<file path="src/rtl/aes_192_ctr_ctrl_if.sv">
// Stream, configuration and core-side bundle for the AES-192 CTR sequencer.
// The slave modport is the controller. The master modport is whoever drives
// the configuration and input stream, accepts results and hosts the core.
interface aes_192_ctr_ctrl_if;
  logic         cfg_load;
  logic [191:0] cfg_key;
  logic [127:0] cfg_iv;
  logic         cfg_done;
  logic         in_valid;
  logic [127:0] in_data;
  logic         in_ready;
  logic         out_valid;
  logic [127:0] out_data;
  logic         out_ready;
  logic         err;
  logic         core_start;
  logic [127:0] core_state;
  logic [191:0] core_key;
  logic [127:0] core_out;
  logic         core_out_valid;

  modport slave (
    input  cfg_load, cfg_key, cfg_iv, in_valid, in_data, out_ready,
           core_out, core_out_valid,
    output cfg_done, in_ready, out_valid, out_data, err,
           core_start, core_state, core_key
  );

  modport master (
    output cfg_load, cfg_key, cfg_iv, in_valid, in_data, out_ready,
           core_out, core_out_valid,
    input  cfg_done, in_ready, out_valid, out_data, err,
           core_start, core_state, core_key
  );
endinterface

</file>
<file path="src/rtl/aes_192_ctr_ctrl.sv">
// AES-192 CTR sequencer. For each block it gives the external core a clean
// start edge, waits for the keystream, and returns data ^ keystream.
// Optional feature macro: AES_CTR_TIMEOUT_EN. When it is defined, a WAIT
// watchdog drops a stuck block and sets the sticky err flag.
module aes_192_ctr_ctrl #(
  parameter int TIMEOUT_CYCLES = 64
) (
  input  logic               clk,
  input  logic               rst_n,
  aes_192_ctr_ctrl_if.slave  io_bus
);

  if (TIMEOUT_CYCLES < 16) begin : g_bad_timeout
    $error("TIMEOUT_CYCLES must be at least 16");
  end

  typedef enum logic [2:0] {S_IDLE, S_PRIME, S_KICK, S_WAIT, S_OUT} state_t;

  state_t       r_state, w_next;
  logic [191:0] r_key;
  logic [127:0] r_ctr, r_din, r_dout;
  logic         r_ovld, r_done;
  logic         w_load, w_in_ready, w_in_fire, w_cap, w_out_fire, w_tmo;

  assign w_load     = (r_state == S_IDLE) && io_bus.cfg_load;
  assign w_in_ready = (r_state == S_IDLE) && r_done && !io_bus.cfg_load;
  assign w_in_fire  = w_in_ready && io_bus.in_valid;
  assign w_cap      = (r_state == S_WAIT) && io_bus.core_out_valid;
  assign w_out_fire = (r_state == S_OUT) && io_bus.out_ready;

`ifdef AES_CTR_TIMEOUT_EN
  localparam int CW = $clog2(TIMEOUT_CYCLES);
  logic [CW-1:0] r_wcnt;
  logic          r_err;

  // The last permitted WAIT cycle without keystream aborts the block.
  assign w_tmo = (r_state == S_WAIT) && !io_bus.core_out_valid &&
                 (r_wcnt == CW'(TIMEOUT_CYCLES - 1));

  // Count WAIT cycles from 0 on entry. Err is sticky until the next config load.
  always_ff @(posedge clk or negedge rst_n) begin
    if (!rst_n) begin
      r_wcnt <= '0;
      r_err  <= 1'b0;
    end else begin
      r_wcnt <= (r_state == S_WAIT) ? r_wcnt + 1'b1 : '0;
      if (w_load)     r_err <= 1'b0;
      else if (w_tmo) r_err <= 1'b1;
    end
  end
  assign io_bus.err = r_err;
`else
  assign w_tmo      = 1'b0;
  assign io_bus.err = 1'b0;
`endif

  // State register.
  always_ff @(posedge clk or negedge rst_n) begin
    if (!rst_n) r_state <= S_IDLE;
    else        r_state <= w_next;
  end

  // Next state. PRIME forces one low cycle of start before KICK raises it.
  always_comb begin
    w_next = r_state;
    case (r_state)
      S_IDLE:  if (w_in_fire) w_next = S_PRIME;
      S_PRIME: w_next = S_KICK;
      S_KICK:  w_next = S_WAIT;
      S_WAIT:  if (w_cap) w_next = S_OUT;
               else if (w_tmo) w_next = S_IDLE;
      S_OUT:   if (w_out_fire) w_next = S_IDLE;
      default: w_next = S_IDLE;
    endcase
  end

  // Datapath: config load, input latch, result capture and counter advance.
  always_ff @(posedge clk or negedge rst_n) begin
    if (!rst_n) begin
      r_key  <= '0;
      r_ctr  <= '0;
      r_din  <= '0;
      r_dout <= '0;
      r_ovld <= 1'b0;
      r_done <= 1'b0;
    end else begin
      if (w_load) begin
        r_key  <= io_bus.cfg_key;
        r_ctr  <= io_bus.cfg_iv;
        r_done <= 1'b1;
      end
      if (w_in_fire) r_din <= io_bus.in_data;
      if (w_cap) begin
        r_dout <= r_din ^ io_bus.core_out;
        r_ovld <= 1'b1;
      end
      if (w_out_fire) begin
        r_ctr  <= r_ctr + 128'd1;
        r_ovld <= 1'b0;
      end
    end
  end

  assign io_bus.in_ready   = w_in_ready;
  assign io_bus.cfg_done   = r_done;
  assign io_bus.out_valid  = r_ovld;
  assign io_bus.out_data   = r_dout;
  assign io_bus.core_start = (r_state == S_KICK) || (r_state == S_WAIT);
  assign io_bus.core_state = r_ctr;
  assign io_bus.core_key   = r_key;

endmodule

</file>
<file path="src/flat_wrapper.sv">
// flat-port wrapper written by rule: the top's interface ports become plain ports
module aes_192_ctr_ctrl_flat 
#(
  parameter int TIMEOUT_CYCLES = 64
)
  (clk, rst_n, io_bus_cfg_load, io_bus_cfg_key, io_bus_cfg_iv, io_bus_in_valid, io_bus_in_data, io_bus_out_ready, io_bus_core_out, io_bus_core_out_valid, io_bus_cfg_done, io_bus_in_ready, io_bus_out_valid, io_bus_out_data, io_bus_err, io_bus_core_start, io_bus_core_state, io_bus_core_key);
  aes_192_ctr_ctrl_if io_bus_i ();
  input  logic clk;
  input  logic rst_n;
  input wire logic [$bits(io_bus_i.cfg_load)-1:0] io_bus_cfg_load;
  input wire logic [$bits(io_bus_i.cfg_key)-1:0] io_bus_cfg_key;
  input wire logic [$bits(io_bus_i.cfg_iv)-1:0] io_bus_cfg_iv;
  input wire logic [$bits(io_bus_i.in_valid)-1:0] io_bus_in_valid;
  input wire logic [$bits(io_bus_i.in_data)-1:0] io_bus_in_data;
  input wire logic [$bits(io_bus_i.out_ready)-1:0] io_bus_out_ready;
  input wire logic [$bits(io_bus_i.core_out)-1:0] io_bus_core_out;
  input wire logic [$bits(io_bus_i.core_out_valid)-1:0] io_bus_core_out_valid;
  output wire logic [$bits(io_bus_i.cfg_done)-1:0] io_bus_cfg_done;
  output wire logic [$bits(io_bus_i.in_ready)-1:0] io_bus_in_ready;
  output wire logic [$bits(io_bus_i.out_valid)-1:0] io_bus_out_valid;
  output wire logic [$bits(io_bus_i.out_data)-1:0] io_bus_out_data;
  output wire logic [$bits(io_bus_i.err)-1:0] io_bus_err;
  output wire logic [$bits(io_bus_i.core_start)-1:0] io_bus_core_start;
  output wire logic [$bits(io_bus_i.core_state)-1:0] io_bus_core_state;
  output wire logic [$bits(io_bus_i.core_key)-1:0] io_bus_core_key;
  assign io_bus_i.cfg_load = io_bus_cfg_load;
  assign io_bus_i.cfg_key = io_bus_cfg_key;
  assign io_bus_i.cfg_iv = io_bus_cfg_iv;
  assign io_bus_i.in_valid = io_bus_in_valid;
  assign io_bus_i.in_data = io_bus_in_data;
  assign io_bus_i.out_ready = io_bus_out_ready;
  assign io_bus_i.core_out = io_bus_core_out;
  assign io_bus_i.core_out_valid = io_bus_core_out_valid;
  assign io_bus_cfg_done = io_bus_i.cfg_done;
  assign io_bus_in_ready = io_bus_i.in_ready;
  assign io_bus_out_valid = io_bus_i.out_valid;
  assign io_bus_out_data = io_bus_i.out_data;
  assign io_bus_err = io_bus_i.err;
  assign io_bus_core_start = io_bus_i.core_start;
  assign io_bus_core_state = io_bus_i.core_state;
  assign io_bus_core_key = io_bus_i.core_key;
  aes_192_ctr_ctrl #(.TIMEOUT_CYCLES(TIMEOUT_CYCLES)) u_core (.clk(clk), .rst_n(rst_n), .io_bus(io_bus_i));
endmodule
</file>
<file path="config.mk">
export PLATFORM = sky130hd
export DESIGN_NAME = aes_192_ctr_ctrl_flat
export DESIGN_NICKNAME = d
export VERILOG_FILES = /design/src/rtl/aes_192_ctr_ctrl_if.sv /design/src/rtl/aes_192_ctr_ctrl.sv /design/src/flat_wrapper.sv
export SDC_FILE = /design/constraint.sdc
export NUM_CORES = 1
export LEC_CHECK = 0
export BUFFER_PORTS_ARGS = -buffer_cell sky130_fd_sc_hd__buf_2
export CORE_AREA = 2 2 406 408
export DETAILED_ROUTE_END_ITERATION = 12
export DIE_AREA = 0 0 408 410
export PLACE_DENSITY_LB_ADDON = 0.05
export SLEW_MARGIN = 20
export SYNTH_ARGS = -nofsm -noshare
export SYNTH_HDL_FRONTEND = slang
export SYNTH_SLANG_ARGS = --single-unit
</file>
<file path="constraint.sdc">
create_clock -name clk -period 2.1 [get_ports clk]
set_input_delay 0.105 -clock clk [delete_from_list [all_inputs] [get_ports clk]]
set_output_delay 0.105 -clock clk [all_outputs]
set_load 0.01 [all_outputs]
</file>
==> reports/qor.yml <==
grt_antenna_before_repair: 24
arrival_ns: 2.99
nNetsFinal: 5544
rows: 149
die_w_um: 408
ant_nets: 0
dp_slack_ns: -0.659
syn-num-nets: 3318
synth.area.top_cells: "dfrtp_1, nand2_1, mux2_2"
final_area_mm2: 0.0508
grt_util_all_layers_pct: 18.3
viasPerCell: 4.02
r2r-start: "u_core.io_bus.core_state[1]"
netlist_area_mm2: 0.0267
fin_skew_ns: 0.0411
yosysTopAreaCell: "dfrtp_1"
p_leak_nw: 24.5
clk_pin_slew_ns: 0.06
worstMarginPinSlew_ns: 0.596
yosysSeqAreaShare_pct: 54.5
drt_wl_total_mm: 158
drt_pass1_iterations: 7
dp_cells: 6354
place_area_mm2: 0.0389
ir_worst_vdd_uv: 622
fp.dieH_um: 410
synth_cell_types: 83
cp_slowest_cell: "or4_1"
grt_start_max_net_pins: 85
max_freq_ghz: 0.417
grt_pass1_wl_mm: 224
synth_top_area_share_pct: 54.5
vias: 29100
finish.utilization_pct: 31.1
synth-edff-count: 0
ys.warnings.count: 0
io_buffer_count: 1033
cp.required_ns: 2.70
fillers: 17600
layout.cells.non_filler: 7229
violations: "setup timing"
cts.path.max_buffers: 3
synthMostInstantiatedCell: "nand2_1"
drc: 0
cts-buffers-inserted: 84
slew_violations: 0
cp_cell_sequence: "ha_2 -> nand4_1 -> buf_6 -> buf_12 -> nor4_4 -> buf_4 -> nand2_4 -> or3_4 -> or4_1 -> nand3_1"
area_growth_pct: 90.2
avgRoutedWirePerCell_um: 21.8
worstPathMaxFanout: 4
fin_ws_ns: -0.298
yosys_most_used_dff: "dfrtp_1"
fin_crit_ns: 2.40
critPathMaxStageDelay_ns: 0.41
yosys-top-cells-count: "nand2_1, dfrtp_1, o21ai_0"
relSlewSlack_pct: 60.3
r2r_end: "u_core.io_bus.core_state[62]"
hold_viol: 0
status: "complete, but fails checks"
clock-sinks: 581
cts_root_buffer: "clkbuf_16"
drive_above_1_share_pct: 44.8
rsz0062_at_grt: "true"
setup_viol: 84
maxCapViolCount: 0
drtIter0Drc: 1351
htree_levels: 3
routabilityCongestion: 0.843
grt_pass1_vias: 31100
die_area_mm2: 0.167
overflow: 0
clock_latency_ns: 0.69
syn_inst: 2735
fin_crit_sh_pct: 114
cp-start-kind: "flip-flop"
power.density_mw_per_mm2: 1220
core-area_mm2: 0.163
hold_class: "in -> async"
syn_area_per_cell_um2: 9.76
async_flop_share_pct: 100
cts_tree: "done"
critical_path_class: "reg -> reg"
reg2reg_depth: 10
critPathCaptureType: "flip-flop"
ys_seq_elements: 581
hpwlAfterDp_mm: 123
r2r_setup_slack_ns: -0.30
hold_slack_ns: 0.0765
start_util_pct: 16.3
pin_count: 1035
==> worst max-delay path by stage <==
stage                                             from                             to  depth (start not counted)
after floorplan            u_core.io_bus.core_state[0]   u_core.io_bus.core_state[88]                          7
after global placement    u_core.io_bus.core_state[91]  u_core.io_bus.core_state[102]                         10
after detailed placement  u_core.io_bus.core_state[91]  u_core.io_bus.core_state[102]                         10
after CTS                  u_core.io_bus.core_state[6]  u_core.io_bus.core_state[121]                          7
after global routing       u_core.io_bus.core_state[0]  u_core.io_bus.core_state[120]                         10
final                      u_core.io_bus.core_state[1]   u_core.io_bus.core_state[62]                         10
==> sequential cells by signal, indices dropped and copies added (netlist names) <==
| signal | count |
|---|---|
| u_core.io_bus.core_key | 192 |
| u_core.io_bus.core_state | 128 |
| u_core.io_bus.out_data | 128 |
| u_core.r_din | 128 |
| u_core.r_state | 3 |
| u_core.io_bus.cfg_done | 1 |
| u_core.io_bus.out_valid | 1 |
==> cell usage in the layout (no fill, tap or decap), drive strengths merged, types with 4 or more instances in the layout <==
master and count:
buf 1689, nand2 865, dlygate4sd3 587, dfrtp 581
o21ai 147, xnor2 130, mux2 130, clkbuf 130
nand3 113, nor2 96, nand4 71, nor3 60
nor4 57, o211ai 32, o311ai 24, a21oi 22
mux2i 21, and3 21, diode 18, a22oi 18
clkinv 18, or4 15, inv 14, a221o 13
nand2b 13, o22ai 12, a211oi 12, and4 11
or3 11, a21o 10, o21a 10, a311oi 9
and2 8, a31o 7, a31oi 6, nand3b 4
a222oi 4, a211o 4, or2 4
==> power breakdown <==
group	switching, mW	total (mW)	internal [mW]
Combinational	15.1	27.5	12.4
Clock	6.00	14.5	8.48
Sequential	3.63	20.2	16.5
Total	24.7	62.2	37.5
==> metal layers <==
metal / vias to the layer above / track usage, % / wire (µm) / part of all wire [%]
met3: 158 / 4.23 / 9170 / 5.8
met5: - / 0 / 44 / 0.028
met1: 14200 / 22.0 / 64900 / 41
met2: 752 / 32.7 / 80000 / 51
met4: 6 / 4.73 / 3810 / 2.4
li1: 14000 / - / - / -
==> what timing repair did <==
item                                    4_1_cts  5_1_grt
buffers inserted                             77       59
resized for setup                           290      179
endpoints found under the setup margin      125      180
hold buffers                                587        0
cloned                                        2        5
hold endpoints to repair                   1160        0
pin swaps                                   110      108
==> kinds of logic (layout without fill, tap and decap cells) <==
family	after synthesis	count (layout)	synth area share, %
xor+xnor	131	131	4.30
compound gates	349	349	8.61
flops	581	581	54.5
fa+ha+maj	1	1	0.0469
simple gates	1364	1364	23.8
mux	151	151	6.27
other cells	1	19	0.0140
buf+inv	157	2444	2.50
==> area by class of cell <==
class                      instances  area, µm²  area share (%)
inverter                          14       52.6           0.103
sequential                       581      14600            28.7
clock buffer                     125       2460            4.84
multi-input combinational       1997      13300            26.2
timing repair buffer            2283      17300            34.1
tap                             2189       2740            5.39
clock inverter                    22        310           0.611
antenna                           18       45.0          0.0887
==> stage by stage <==
step | total power, mW | TNS (ns)
2_1_floorplan | 30.8 | -1.25
3_3_place_gp | 45.6 | -23.66
3_5_place_dp | 45.4 | -23.22
4_1_cts | 62.8 | -9.99
5_1_grt | 66.6 | -22.81
6_report | 62.2 | -11.68
==> worst max-delay path, delay by kind of cell, from the launching register on <==
family                     cells  cell delay, ns
buffers and inverters          3            0.45
and+or+nand+nor                6            1.32
adders and majority gates      1            0.18
DFF                            1            0.35
Power figures use the tool's default switching activity.
